[config.mk]
export PLATFORM = sky130hd
export DESIGN_NAME = intpol2_squared_gen
export DESIGN_NICKNAME = d
export VERILOG_FILES = /design/src/rtl/intpol2_pkg.sv /design/src/rtl/intpol2_diff_acc.sv /design/src/rtl/intpol2_squared_gen.sv
export SDC_FILE = /design/constraint.sdc
export NUM_CORES = 1
export LEC_CHECK = 0
export BUFFER_PORTS_ARGS = -buffer_cell sky130_fd_sc_hd__buf_2
export CORE_MARGIN = 1.5
export CORE_UTILIZATION = 65
export CTS_CLUSTER_SIZE = 14
export DETAILED_ROUTE_END_ITERATION = 7
export GPL_TIMING_DRIVEN = 1
export PLACE_DENSITY = 0.93
export SLEW_MARGIN = 10
export SYNTH_ARGS = -nofsm -noshare
export SYNTH_HDL_FRONTEND = slang
export SYNTH_SLANG_ARGS = --single-unit
[constraint.sdc]
create_clock -name clk -period 6.9 [get_ports clk]
set_clock_uncertainty 0.15 [all_clocks]
set_input_delay 0.69 -clock clk [delete_from_list [all_inputs] [get_ports clk]]
set_output_delay 0.69 -clock clk [all_outputs]
set_load 0.02 [all_outputs]
[src/rtl/intpol2_pkg.sv]
// Shared types and constants for the IntPol2 squared-term generator.
package intpol2_pkg;

    typedef enum logic {
        IDLE = 1'b0,
        RUN  = 1'b1
    } state_e;

    localparam logic MODE_SQ  = 1'b0;
    localparam logic MODE_LIN = 1'b1;

    // Output width that holds |x2|*(D-1)^2 without overflow.
    function automatic int calc_out_w(input int data_width, input int n_bits, input int log2_d);
        return data_width + n_bits + 2 * log2_d;
    endfunction

endpackage

[src/rtl/intpol2_diff_acc.sv]
// Difference-recurrence accumulator: acc steps by delta, delta steps by step2,
// producing x2*i^2 (step2 = 2*x2) or x2*i (step2 = 0) without a multiplier.
module intpol2_diff_acc
    import intpol2_pkg::*;
#(
    parameter int IN_W  = 34,
    parameter int OUT_W = 38
) (
    input  logic                    clk,
    input  logic                    rstn,
    input  logic                    clear,
    input  logic                    load,
    input  logic                    advance,
    input  logic                    finish,
    input  logic                    mode,
    input  logic signed [IN_W-1:0]  x2,
    output logic signed [OUT_W-1:0] acc
);

    logic signed [OUT_W-1:0] x2_ext;
    logic signed [OUT_W-1:0] acc_q,   acc_d;
    logic signed [OUT_W-1:0] delta_q, delta_d;
    logic signed [OUT_W-1:0] step2_q, step2_d;

    assign x2_ext = {{(OUT_W-IN_W){x2[IN_W-1]}}, x2};

    // Next-state for the recurrence registers: load a new sample, advance one beat, or hold.
    always_comb begin
        acc_d   = acc_q;
        delta_d = delta_q;
        step2_d = step2_q;
        if (load) begin
            acc_d   = '0;
            delta_d = x2_ext;
            step2_d = (mode == MODE_LIN) ? '0 : (x2_ext <<< 1);
        end else if (advance) begin
            acc_d   = acc_q + delta_q;
            delta_d = delta_q + step2_q;
        end else if (finish) begin
            acc_d   = '0;
        end
    end

    // Register update; reset and clear zero everything and override any transfer.
    always_ff @(posedge clk) begin
        if (!rstn || clear) begin
            acc_q   <= '0;
            delta_q <= '0;
            step2_q <= '0;
        end else begin
            acc_q   <= acc_d;
            delta_q <= delta_d;
            step2_q <= step2_d;
        end
    end

    assign acc = acc_q;

endmodule

[src/rtl/intpol2_squared_gen.sv]
// Squared/linear term generator: accepts one x2 per interval and emits D beats
// of x2*i^2 (or x2*i) with valid/ready on both sides.
module intpol2_squared_gen
    import intpol2_pkg::*;
#(
    parameter int DATA_WIDTH = 32,
    parameter int N_bits     = 2,
    parameter int LOG2_D     = 2,
    parameter int OUT_W      = calc_out_w(DATA_WIDTH, N_bits, LOG2_D)
) (
    input  logic                               clk,
    input  logic                               rstn,
    input  logic                               clear,
    input  logic                               mode,
    input  logic                               in_valid,
    output logic                               in_ready,
    input  logic signed [DATA_WIDTH+N_bits-1:0] x2,
    output logic                               out_valid,
    input  logic                               out_ready,
    output logic signed [OUT_W-1:0]            xi2,
    output logic [LOG2_D-1:0]                  idx,
    output logic                               out_last
);

    localparam int W = DATA_WIDTH + N_bits;
    localparam logic [LOG2_D-1:0] CNT_LAST = '1;

    state_e            state_q, state_d;
    logic [LOG2_D-1:0] cnt_q, cnt_d;
    logic              load, advance, finish;
    logic signed [OUT_W-1:0] acc;

    // FSM next-state, beat counter and datapath controls.
    always_comb begin
        state_d = state_q;
        cnt_d   = cnt_q;
        load    = 1'b0;
        advance = 1'b0;
        finish  = 1'b0;
        case (state_q)
            IDLE: begin
                if (in_valid) begin
                    load    = 1'b1;
                    cnt_d   = '0;
                    state_d = RUN;
                end
            end
            RUN: begin
                if (out_ready) begin
                    if (cnt_q == CNT_LAST) begin
                        finish  = 1'b1;
                        cnt_d   = '0;
                        state_d = IDLE;
                    end else begin
                        advance = 1'b1;
                        cnt_d   = cnt_q + 1'b1;
                    end
                end
            end
            default: state_d = IDLE;
        endcase
    end

    // State and counter registers; reset or clear abandons any beat in flight.
    always_ff @(posedge clk) begin
        if (!rstn || clear) begin
            state_q <= IDLE;
            cnt_q   <= '0;
        end else begin
            state_q <= state_d;
            cnt_q   <= cnt_d;
        end
    end

    intpol2_diff_acc #(
        .IN_W  (W),
        .OUT_W (OUT_W)
    ) u_diff_acc (
        .clk     (clk),
        .rstn    (rstn),
        .clear   (clear),
        .load    (load),
        .advance (advance),
        .finish  (finish),
        .mode    (mode),
        .x2      (x2),
        .acc     (acc)
    );

    // Handshake outputs depend on registered state only.
    assign in_ready  = (state_q == IDLE);
    assign out_valid = (state_q == RUN);
    assign out_last  = (state_q == RUN) && (cnt_q == CNT_LAST);
    assign idx       = cnt_q;
    assign xi2       = acc;

endmodule

==> flow_metrics.env <==
export IMPL_p_int_mw=1.34
export IMPL_synth_compound_area_share_pct=29.6
export IMPL_synth_edf_count=0
export IMPL_finalSetupTns_ps=0
export IMPL_peakVddDrop_mv=0.174
export IMPL_slowest_stage="o311ai_1"
export IMPL_num_rows=40
export IMPL_dp_final_hpwl_um=15700
export IMPL_cts_max_path_buffers=2
export IMPL_finalCriticalPeriod_ps=3590
export IMPL_crit_chain="ha_1 -> fa_1 -> a21o_1 -> a221oi_2 -> o21bai_2 -> o311ai_1 -> a31oi_1 -> a41o_1 -> nand4b_1 -> o21ai_1 -> o31a_1 -> o211a_1"
export IMPL_synth_nets=1153
export IMPL_grt_busiest_layer="met2"
export IMPL_drtAntennaViolNets=0
export IMPL_root_buffer="clkbuf_16"
export IMPL_die_area_um2=13100
export IMPL_dp_slack_ps=3410
export IMPL_pwr_share_clk_pct=51.0
export IMPL_grt_overflow_total=0
export IMPL_worst_hold_startpoint="u_diff_acc.step2_q[26]$_SDFFE_PP0P_"
export IMPL_synth_warnings=0
export IMPL_swShare_pct=25.6
export IMPL_critPathMaxStageDelay_ps=430
export IMPL_synth_avg_cell_area_um2=7.78
export IMPL_syn2layout_area_growth_pct=13.6
export IMPL_grt_max_degree=58
export IMPL_hold_depth=2
export IMPL_numPortBuffers=82
export IMPL_fin_nets=1202
export IMPL_critPathMaxFanout=4
export IMPL_die_y_um=114
export IMPL_p_per_area_nw_per_um2=197
export IMPL_rsz0062_at_grt="false"
export IMPL_setup_viol=0
export IMPL_cp_arrival_ps=3760
export IMPL_syn_area_um2=8070
export IMPL_power_mw=1.80
export IMPL_clk_insertion_delay_late_ps=430
export IMPL_r2r_slack_ps=3310
export IMPL_seq_power_share_pct=38.4
export IMPL_clkSlewWorstSetupHoldPaths_ps=60
export IMPL_hp_class="flop to flop"
export IMPL_drc_errors=0
export IMPL_place_gp_congestion=0.978
export IMPL_post_route_period_util_pct=52.1
export IMPL_seq_area_frac_synth_pct=28.0
export IMPL_holdBufCountCts=0
export IMPL_fillCellCount=855
export IMPL_syn_inst=1037
export IMPL_pin_count=83
export IMPL_r2r_cells=12
export IMPL_tritoncts="yes"
export IMPL_worst_setup_path_type="flop to flop"
export IMPL_initial_core_util_pct=66.9
export IMPL_critPathLaunchType="flop"
export IMPL_routed_wl_um=23000
export IMPL_cts_setup_buffers=0
export IMPL_p_sw_uw=461
export IMPL_grt_util_met3_pct=7.41
export IMPL_cts_buffers=17
export IMPL_synthMuxAreaShare_pct=0.124
export IMPL_crit_path_end_kind="flop"
export IMPL_vias_per_cell=6.59
export IMPL_met1_usage_pct=48.0
export IMPL_max_freq_mhz=278
export IMPL_reg2reg_to="u_diff_acc.delta_q[37]$_SDFFE_PP0P_"
export IMPL_cts_max_level=4
export IMPL_core_area_um2=12100
export IMPL_wire_per_inst_um=18.2
export IMPL_synth_xor_area_share_pct=6.73
export IMPL_synthFlopType="dfxtp_1"
export IMPL_outcome="completed"
export IMPL_synth_fa_ha_area_share_pct=12.0
export IMPL_r2r_start="u_diff_acc.delta_q[1]$_SDFFE_PP0P_"
export IMPL_maxSlewViolCount=0
export IMPL_power_frac_comb_pct=10.6
export IMPL_grt_use_total_pct=35.5
export IMPL_async_reset_ff_share_pct=0
export IMPL_p_leak_nw=4.01
export IMPL_drt_iter0_markers=951
export IMPL_synth_cell_type_count=70
export IMPL_holdPathEnd="u_diff_acc.step2_q[26]$_SDFFE_PP0P_"
export IMPL_tightest_slew_ps=992
export IMPL_yosys_area_share_simple_pct=20.2
export IMPL_timing_slew_headroom_pct=33.7
export IMPL_synth_top_family_by_area="compound AO/OA/AOI/OAI gates"
export IMPL_fin_ws_ps=3310
export IMPL_final_hold_viol_count=0
export IMPL_cts_sinks=113
export IMPL_drive_gt1_share_pct=12.8
export IMPL_dieWidth_um=114
export IMPL_grt_pass1_wl_um=36600
export IMPL_vias=8350
export IMPL_maxCapViolations=0
export IMPL_synth_seq_cells=113
export IMPL_antenna_found_initial=1
export IMPL_grt_pass1_vias=7436
export IMPL_met2_usage_pct=55.8
export IMPL_cts_resized=0
export IMPL_first_pass_iters=6
export IMPL_cp_required_ps=7070
[cell usage after synthesis (3+ instances only)]
| cell | number | area [um2] |
|---|---|---|
| a211o_1 | 7 | 61.3 |
| a211oi_1 | 12 | 90.1 |
| a21o_1 | 28 | 210 |
| a21oi_1 | 130 | 651 |
| a22oi_1 | 15 | 113 |
| a311oi_1 | 11 | 96.3 |
| a31o_2 | 5 | 43.8 |
| a31oi_1 | 12 | 75.1 |
| a32oi_1 | 6 | 52.6 |
| and3_1 | 9 | 56.3 |
| clkbuf_1 | 55 | 206 |
| dfxtp_1 | 113 | 2260 |
| ha_1 | 74 | 926 |
| inv_1 | 15 | 56.3 |
| nand2_1 | 131 | 492 |
| nand2b_1 | 13 | 81.3 |
| nand3_1 | 19 | 95.1 |
| nand3b_1 | 37 | 278 |
| nand4_1 | 10 | 62.6 |
| nor2_1 | 80 | 300 |
| nor2b_1 | 12 | 75.1 |
| nor3_1 | 12 | 60.1 |
| nor3b_1 | 3 | 22.5 |
| o211ai_1 | 13 | 97.6 |
| o21a_1 | 17 | 128 |
| o21ai_0 | 63 | 315 |
| o21ai_1 | 9 | 45.0 |
| o21bai_1 | 5 | 37.5 |
| o221ai_1 | 4 | 35.0 |
| o22ai_1 | 3 | 18.8 |
| o31ai_1 | 3 | 22.5 |
| or3_1 | 4 | 25.0 |
| xnor2_1 | 33 | 289 |
| xor2_1 | 29 | 254 |
[power by group through the flow]
stage | registers, mW | clock network, mW | logic (mW)
detailed placement | 0.704 | 0 | 0.182
finish | 0.693 | 0.919 | 0.190
global placement | 0.704 | 0 | 0.176
CTS | 0.691 | 0.917 | 0.185
global route | 0.693 | 0.947 | 0.209
floorplan | 0.699 | 0 | 0.130
[metrics by stage]
stage          hold slack (ps)  cell area, um2  std cells  utilization, %
3_3_place_gp               295            8530       1234            70.7
5_1_grt                    328            9170       1267            76.0
2_1_floorplan              286            8070       1037               -
3_5_place_dp               302            8530       1234            70.7
4_1_cts                    311            9150       1265            75.8
6_report                   307            9170       1267            76.0
[layout by cell type, fill, tap and decap left out, drive strengths merged, types with 21 or more instances in the layout]
master	Yosys	final
a21o	28	28
a21oi	131	131
buf	3	88
clkbuf	55	21
dfxtp	113	113
ha	74	74
nand2	131	131
nand3b	37	37
nor2	81	81
o21ai	73	73
xnor2	33	33
xor2	29	29
[how the worst max path moves through the flow]
| stage | from | to | slack [ps] |
|---|---|---|---|
| 3_5_place_dp | u_diff_acc.delta_q[1]$_SDFFE_PP0P_ | u_diff_acc.delta_q[37]$_SDFFE_PP0P_ | 3410 |
| 4_1_cts | u_diff_acc.delta_q[1]$_SDFFE_PP0P_ | u_diff_acc.delta_q[37]$_SDFFE_PP0P_ | 3370 |
| 3_3_place_gp | u_diff_acc.delta_q[1]$_SDFFE_PP0P_ | u_diff_acc.delta_q[37]$_SDFFE_PP0P_ | 3500 |
| 2_1_floorplan | u_diff_acc.acc[0]$_SDFFE_PP0P_ | u_diff_acc.acc[34]$_SDFFE_PP0P_ | 3740 |
| 5_1_grt | u_diff_acc.delta_q[1]$_SDFFE_PP0P_ | u_diff_acc.delta_q[37]$_SDFFE_PP0P_ | 3210 |
| 6_report | u_diff_acc.delta_q[1]$_SDFFE_PP0P_ | u_diff_acc.delta_q[37]$_SDFFE_PP0P_ | 3310 |
[area by class of cell]
cell class                      instances  area [um2]  share of cell area, %
Antenna cell                            1        2.50                 0.0273
Clock buffer                           21         480                   5.24
Clock inverter                         10         133                   1.45
Inverter                               15        56.3                  0.614
Multi-Input combinational cell        851        5560                   60.6
Sequential cell                       113        2260                   24.7
Tap cell                              168         210                   2.29
Timing Repair Buffer                   88         468                   5.10
[metal layers]
metal | share of wire, % | wire (um)
met5 | 0 | 0
met4 | 3.4 | 792
met3 | 9.4 | 2170
met2 | 44 | 10200
met1 | 43 | 9830
[cell families after synthesis]
group,after synthesis
adders and majority gates,76
AOI/OAI and AO/OA,371
DFF,113
and+or+nand+nor,341
xor gates and xnor gates,62
muxes,1
buffers and inverters,73
[state kept, by name, indices dropped and copies added, names as in the netlist]
signal / count
idx: 2
out_valid: 1
u_diff_acc.delta_q: 38
u_diff_acc.acc: 38
u_diff_acc.step2_q: 34
[critical path, delay by kind of cell, from the launching register on]
kind / cells / cell delay (ps)
AOI/OAI and AO/OA: 9 / 2240
adders and majority gates: 2 / 640
DFF: 1 / 340
and+or+nand+nor: 1 / 130
Note: power is estimated with default switching activity, not from simulation.
